$ cat src/rtl/keyboard_fifo_ctrl_if.sv
// CPU I/O bus command port of the keyboard FIFO controller.
// Handshake: a request is taken on the rising edge where iBUS_REQ=1 and oBUS_BUSY=0.
// The command is latched on that edge. Exactly one cycle later oBUS_VALID pulses for one cycle with oBUS_DATA.
// A request presented while busy is not taken, so the master holds or retries it.
interface keyboard_fifo_ctrl_if;
    logic        iBUS_REQ;
    logic [1:0]  iBUS_CMD;
    logic        oBUS_BUSY;
    logic        oBUS_VALID;
    logic [31:0] oBUS_DATA;

    modport master (
        output iBUS_REQ,
        output iBUS_CMD,
        input  oBUS_BUSY,
        input  oBUS_VALID,
        input  oBUS_DATA
    );

    modport slave (
        input  iBUS_REQ,
        input  iBUS_CMD,
        output oBUS_BUSY,
        output oBUS_VALID,
        output oBUS_DATA
    );
endinterface

$ cat src/rtl/keyboard_fifo_ctrl.sv
// Sequences an external keyboard scancode FIFO between the PS/2 receiver and the CPU bus.
// Provides overflow tracking, bus read/status/flush commands, and a maskable acknowledged interrupt.
module keyboard_fifo_ctrl #(
    parameter int D_N   = 4,
    parameter int DEPTH = 16
) (
    input  logic           iCLOCK,
    input  logic           inRESET,
    input  logic           iKEY_VALID,
    input  logic [7:0]     iKEY_DATA,
    output logic           oFIFO_WR_EN,
    output logic [7:0]     oFIFO_WR_DATA,
    input  logic           iFIFO_FULL,
    input  logic           iFIFO_EMPTY,
    input  logic [D_N-1:0] iFIFO_COUNT,
    output logic           oFIFO_RD_EN,
    input  logic [7:0]     iFIFO_RD_DATA,
    output logic           oFIFO_REMOVE,
    keyboard_fifo_ctrl_if.slave bus,
    input  logic           iIRQ_MASK,
    output logic           oIRQ_VALID,
    input  logic           iIRQ_ACK,
    output logic [1:0]     oDEBUG_STATE
);

    typedef enum logic [1:0] {
        ST_IDLE = 2'd0,
        ST_EXEC = 2'd1,
        ST_RESP = 2'd2
    } state_t;

    localparam logic [1:0] CMD_READ   = 2'b00;
    localparam logic [1:0] CMD_STATUS = 2'b01;
    localparam logic [1:0] CMD_FLUSH  = 2'b10;
    localparam logic [1:0] CMD_CLROVF = 2'b11;

    state_t      r_state;
    logic [1:0]  r_cmd;
    logic        r_busy;
    logic        r_bus_valid;
    logic [31:0] r_capture;
    logic        r_overflow;
    logic        r_irq_pending;
    logic        r_irq_valid;

    logic        w_exec;
    logic        w_flush;
    logic        w_pop;
    logic        w_wr_en;
    logic        w_ovf_set;
    logic        w_ovf_clr;
    logic [31:0] w_status;
    logic [31:0] w_capture;

    assign w_exec    = (r_state == ST_EXEC);
    assign w_flush   = w_exec && (r_cmd == CMD_FLUSH);
    assign w_pop     = w_exec && (r_cmd == CMD_READ) && !iFIFO_EMPTY;
    assign w_wr_en   = iKEY_VALID && !iFIFO_FULL && !w_flush;
    // A key that arrives during a flush is dropped on purpose and is not an overflow.
    assign w_ovf_set = iKEY_VALID && iFIFO_FULL && !w_flush;
    assign w_ovf_clr = w_exec && ((r_cmd == CMD_FLUSH) || (r_cmd == CMD_CLROVF));

    assign oFIFO_WR_DATA = iKEY_DATA;
    assign oFIFO_WR_EN   = w_wr_en;
    assign oFIFO_RD_EN   = w_pop;
    assign oFIFO_REMOVE  = w_flush;

    always_comb begin
        w_status = '0;
        // The count port wraps at DEPTH, so FULL selects the true entry count.
        w_status[D_N:0] = iFIFO_FULL ? (D_N+1)'(DEPTH) : {1'b0, iFIFO_COUNT};
        w_status[16] = iFIFO_EMPTY;
        w_status[17] = iFIFO_FULL;
        w_status[18] = r_overflow;
        w_status[19] = r_irq_pending;
    end

    always_comb begin
        w_capture = '0;
        case (r_cmd)
            CMD_READ:   if (!iFIFO_EMPTY) w_capture = {23'b0, 1'b1, iFIFO_RD_DATA};
            CMD_STATUS: w_capture = w_status;
            default:    w_capture = '0;
        endcase
    end

    always_ff @(posedge iCLOCK or negedge inRESET) begin
        if (!inRESET) begin
            r_state       <= ST_IDLE;
            r_cmd         <= CMD_READ;
            r_busy        <= 1'b0;
            r_bus_valid   <= 1'b0;
            r_capture     <= '0;
            r_overflow    <= 1'b0;
            r_irq_pending <= 1'b0;
            r_irq_valid   <= 1'b0;
        end else begin
            r_bus_valid <= 1'b0;
            case (r_state)
                ST_IDLE: begin
                    if (bus.iBUS_REQ) begin
                        r_cmd   <= bus.iBUS_CMD;
                        r_state <= ST_EXEC;
                        r_busy  <= 1'b1;
                    end
                end
                ST_EXEC: begin
                    r_capture   <= w_capture;
                    r_bus_valid <= 1'b1;
                    r_state     <= ST_RESP;
                end
                ST_RESP: begin
                    r_state <= ST_IDLE;
                    r_busy  <= 1'b0;
                end
                default: begin
                    r_state <= ST_IDLE;
                    r_busy  <= 1'b0;
                end
            endcase

            // A fresh overflow on the same edge as a clear command is kept.
            if (w_ovf_set) begin
                r_overflow <= 1'b1;
            end else if (w_ovf_clr) begin
                r_overflow <= 1'b0;
            end

            if (w_wr_en) begin
                r_irq_pending <= 1'b1;
            end else if (w_flush || iIRQ_ACK) begin
                r_irq_pending <= 1'b0;
            end

            r_irq_valid <= r_irq_pending && !iIRQ_MASK;
        end
    end

    assign bus.oBUS_BUSY  = r_busy;
    assign bus.oBUS_VALID = r_bus_valid;
    assign bus.oBUS_DATA  = r_capture;
    assign oIRQ_VALID     = r_irq_valid;
    assign oDEBUG_STATE   = r_state;

endmodule

$ cat src/flat_wrapper.sv
// flat-port wrapper written by rule: the top's interface ports become plain ports
module keyboard_fifo_ctrl_flat 
#(
    parameter int D_N   = 4,
    parameter int DEPTH = 16
)
  (iCLOCK, inRESET, iKEY_VALID, iKEY_DATA, oFIFO_WR_EN, oFIFO_WR_DATA, iFIFO_FULL, iFIFO_EMPTY, iFIFO_COUNT, oFIFO_RD_EN, iFIFO_RD_DATA, oFIFO_REMOVE, iIRQ_MASK, oIRQ_VALID, iIRQ_ACK, oDEBUG_STATE, bus_iBUS_REQ, bus_iBUS_CMD, bus_oBUS_BUSY, bus_oBUS_VALID, bus_oBUS_DATA);
  keyboard_fifo_ctrl_if bus_i ();
  input  logic iCLOCK;
  input  logic inRESET;
  input  logic iKEY_VALID;
  input  logic [7:0] iKEY_DATA;
  output logic oFIFO_WR_EN;
  output logic [7:0] oFIFO_WR_DATA;
  input  logic iFIFO_FULL;
  input  logic iFIFO_EMPTY;
  input  logic [D_N-1:0] iFIFO_COUNT;
  output logic oFIFO_RD_EN;
  input  logic [7:0] iFIFO_RD_DATA;
  output logic oFIFO_REMOVE;
  input  logic iIRQ_MASK;
  output logic oIRQ_VALID;
  input  logic iIRQ_ACK;
  output logic [1:0] oDEBUG_STATE;
  input wire logic [$bits(bus_i.iBUS_REQ)-1:0] bus_iBUS_REQ;
  input wire logic [$bits(bus_i.iBUS_CMD)-1:0] bus_iBUS_CMD;
  output wire logic [$bits(bus_i.oBUS_BUSY)-1:0] bus_oBUS_BUSY;
  output wire logic [$bits(bus_i.oBUS_VALID)-1:0] bus_oBUS_VALID;
  output wire logic [$bits(bus_i.oBUS_DATA)-1:0] bus_oBUS_DATA;
  assign bus_i.iBUS_REQ = bus_iBUS_REQ;
  assign bus_i.iBUS_CMD = bus_iBUS_CMD;
  assign bus_oBUS_BUSY = bus_i.oBUS_BUSY;
  assign bus_oBUS_VALID = bus_i.oBUS_VALID;
  assign bus_oBUS_DATA = bus_i.oBUS_DATA;
  keyboard_fifo_ctrl #(.D_N(D_N), .DEPTH(DEPTH)) u_core (.iCLOCK(iCLOCK), .inRESET(inRESET), .iKEY_VALID(iKEY_VALID), .iKEY_DATA(iKEY_DATA), .oFIFO_WR_EN(oFIFO_WR_EN), .oFIFO_WR_DATA(oFIFO_WR_DATA), .iFIFO_FULL(iFIFO_FULL), .iFIFO_EMPTY(iFIFO_EMPTY), .iFIFO_COUNT(iFIFO_COUNT), .oFIFO_RD_EN(oFIFO_RD_EN), .iFIFO_RD_DATA(iFIFO_RD_DATA), .oFIFO_REMOVE(oFIFO_REMOVE), .bus(bus_i), .iIRQ_MASK(iIRQ_MASK), .oIRQ_VALID(oIRQ_VALID), .iIRQ_ACK(iIRQ_ACK), .oDEBUG_STATE(oDEBUG_STATE));
endmodule
$ cat config.mk
export PLATFORM = sky130hd
export DESIGN_NAME = keyboard_fifo_ctrl_flat
export DESIGN_NICKNAME = d
export VERILOG_FILES = /design/src/rtl/keyboard_fifo_ctrl_if.sv /design/src/rtl/keyboard_fifo_ctrl.sv /design/src/flat_wrapper.sv
export SDC_FILE = /design/constraint.sdc
export NUM_CORES = 1
export LEC_CHECK = 0
export ABC_CLOCK_PERIOD_IN_PS = 2890
export CAP_MARGIN = 20
export CELL_PAD_IN_SITES_DETAIL_PLACEMENT = 1
export CELL_PAD_IN_SITES_GLOBAL_PLACEMENT = 1
export CORE_MARGIN = 4
export CORE_UTILIZATION = 26
export DETAILED_ROUTE_END_ITERATION = 7
export PLACE_DENSITY_LB_ADDON = 0.1
export SLEW_MARGIN = 15
export SYNTH_ARGS = -nofsm -noshare
export SYNTH_HDL_FRONTEND = slang
export SYNTH_SLANG_ARGS = --single-unit
$ cat constraint.sdc
create_clock -name iCLOCK -period 2.89 [get_ports iCLOCK]
set_clock_uncertainty 0.1 [all_clocks]
set_input_delay 0.578 -clock iCLOCK [delete_from_list [all_inputs] [get_ports iCLOCK]]
set_output_delay 0.578 -clock iCLOCK [all_outputs]
set_load 0.03 [all_outputs]
==> impl_metrics.py <==
metrics = {
    "worst_hold_path": {
        "hp-class": "reg -> reg",
    },
    "logic_synthesis": {
        "synthCells": 96,
        "ys_warn_count": 0,
        "netlist_area_sq_um": 1075,
        "async_flop_share": 1.000,
        "synth_ff_type": "dfrtp_1",
        "synth_area_leaders": "dfrtp_1 51%, buf_4 19%, a22o_1 4.9%",
        "yosysMostFrequentCell": "buf_4",
        "ys_seq_area_frac": 0.5122,
        "synth-edff-count": 0,
        "yosysUniqueCellTypes": 24,
        "syn_area_per_cell_sq_um": 11.20,
        "synth_area_leader_cell": "dfrtp_1",
        "yosys-top-cells-count": "27 x buf_4, 22 x dfrtp_1, 6 x a22o_1, 5 x nor2_1",
        "yosys.area.top_type_share": 0.5122,
        "ys_ff_latch": 22,
    },
    "sta": {
        "max_freq_mhz": 385.4,
        "layout_setup_ws_ns": 0.2953,
        "setup_viol": 0,
        "tightest_slew_ns": 0.5424,
        "setup-tns-final_ns": 0,
        "finalHoldViolCount": 0,
        "min_period_ns": 2.595,
        "grt_setup_unrepaired": "false",
        "drv_slew": 0,
        "slew_headroom": 0.6356,
        "period_share": 0.8978,
    },
    "finish": {
        "drive_above_1_share": 0.09023,
        "area_growth_pct": 38.42,
        "antenna_cells": 0,
        "nNetsFinal": 164,
    },
    "die": {
        "start_util": 0.2687,
        "die_y_microns": 72.30,
        "io_pins": 78,
        "fp-row-count": 23,
        "dieArea_sq_um": 5227,
        "core_area_sq_um": 4000,
        "dieWidth_microns": 72.30,
    },
    "global_routing": {
        "antenna_found_initial": 0,
        "grt_pass1_vias": 821,
        "grt_pass1_wl_mm": 3.995,
        "grt_overflow": 0,
        "grtUsageTotal": 0.09817,
        "grt_max_degree": 23,
    },
    "setup_path": {
        "crit_buf_inv": 2,
        "critPathTopFamily": "buffers and inverters",
        "cp-end-kind": "primary output",
        "ff2ff_setup_slack_ns": 1.16,
        "slowest_stage": "clkdlybuf4s50_1",
        "crit_type": "in -> out",
        "path_cells": "clkdlybuf4s50_1 -> nand2b_1 -> nor2_1 -> clkdlybuf4s50_1",
        "crit_required_ns": 2.21,
        "slowest_delay_ns": 0.68,
        "startpoint_type": "input port",
        "crit_path_frequent_cell": "clkdlybuf4s50_1",
        "crit_arrival_ns": 1.92,
        "critPathMaxFanout": 2,
    },
    "clocking": {
        "cts_hold_buffers": 0,
        "root_buffer": "clkbuf_8",
        "clkSinkCount": 22,
        "cts_resized": 0,
        "cts_setup_buffers": 0,
        "cts.htree.levels": 1,
        "insertion_delay_ns": 0.26,
        "cts_tree": "built",
        "numCtsBuffers": 3,
        "clk_path_buf_depth": 2,
        "clk_pin_slew_worst_paths_ns": 0.08,
    },
    "place": {
        "gp_congestion": 0.7173,
        "dp_slack_ns": 0.2926,
        "hpwl_mm": 1.956,
        "io_buffers": 42,
    },
    "detailed_routing": {
        "drt-total-wl_mm": 2.494,
        "drcViolationCount": 0,
        "vias": 746,
        "routed_via_density": 4.077,
        "drtPass1Iterations": 3,
        "routedWlPerCell_microns": 13.63,
        "ant_nets": 0,
        "drtIter0Drc": 18,
    },
    "pwr": {
        "vdd_drop_max_mv": 0.2523,
        "p_leak_uw": 0.0006822,
        "power_density_nw_per_um2": 743.0,
    },
    "run": {
        "cap_violations": 0,
    },
    "outcome": {
        "status": "finished, final reports clean",
    },
}
[path summary, 6_finish.rpt]
check                                             start                       to  depth (start not counted)
min in group asynchronous                       inRESET          u_core.r_cmd[1]                          2
max in group asynchronous                       inRESET  u_core.bus.oBUS_DATA[0]                          2
worst min register to register  u_core.bus.oBUS_DATA[8]  u_core.bus.oBUS_DATA[8]                          1
worst min-delay path            u_core.bus.oBUS_DATA[8]  u_core.bus.oBUS_DATA[8]                          1
worst max register to register   u_core.oDEBUG_STATE[1]  u_core.bus.oBUS_DATA[0]                          4
worst max-delay path                         iFIFO_FULL              oFIFO_WR_EN                          4
[cells by family after synthesis]
group	Yosys count	share of synthesized area
buffers and inverters	33	0.2258
flip-flops	22	0.5122
AND/OR/NAND/NOR	22	0.1153
AO/OA/AOI/OAI	16	0.1222
multiplexers	2	0.02095
other	1	0.003489
[report_power, final]
group	internal, uW	total, uW	switching, uW
Clock	185	283	98.4
Sequential	374	416	41.9
Combinational	176	406	230
[worst reg2reg max path, cell delays in order (launching register included)]
cell	delay, ns
dfrtp_1	0.42
nand2b_1	0.21
buf_4	0.21
nor3_1	0.48
a221o_1	0.25
[per-stage QoR]
stage	power (uW)	cells	hold WS, ns	area [sq um]	util
final	1105	183	0.3821	1488	0.3719
after CTS	1125	183	0.3901	1488	0.3719
after floorplan	695.9	114	0.1824	1142	-
after global placement	829.8	179	0.3603	1416	0.3541
after global routing	1167	183	0.4289	1488	0.3719
after detailed placement	832.9	179	0.3684	1416	0.3541
[layout by cell type (no fill, tap or decap), types with 3 or more instances in the layout]
cell,Yosys,layout
nor2_1,5,5
a22o_1,6,6
and2_1,4,4
clkbuf_8,0,3
nand2b_1,4,4
clkdlybuf4s50_1,0,41
buf_4,27,4
dfrtp_1,22,22
conb_1,1,19
a221o_1,4,4
[routing by layer]
layer	GRT usage	part of all wire	up-vias
met2	0.1486	0.45	43
met4	0.03132	0.0032	0
met3	0.03740	0.10	2
li1	-	-	350
met5	0	0	-
met1	0.1291	0.44	351
[registers in the layout, summed over array words and instances, names as in the netlist]
name / count
u_core.bus.oBUS_BUSY: 1
u_core.r_overflow: 1
u_core.r_irq_pending: 1
u_core.bus.oBUS_VALID: 1
u_core.r_cmd: 2
u_core.oIRQ_VALID: 1
u_core.oDEBUG_STATE: 2
u_core.bus.oBUS_DATA: 13
[area by class of cell]
| type | instances | area [sq um] |
|---|---|---|
| Multi-Input combinational cell | 59 | 349.1 |
| Inverter | 3 | 13.76 |
| Clock buffer | 3 | 41.29 |
| Tap cell | 50 | 62.56 |
| Timing Repair Buffer | 45 | 440.4 |
| Clock inverter | 1 | 30.03 |
| Sequential cell | 22 | 550.5 |
| Fill cell | 430 | 2512 |
Power figures use the tool's default switching activity.
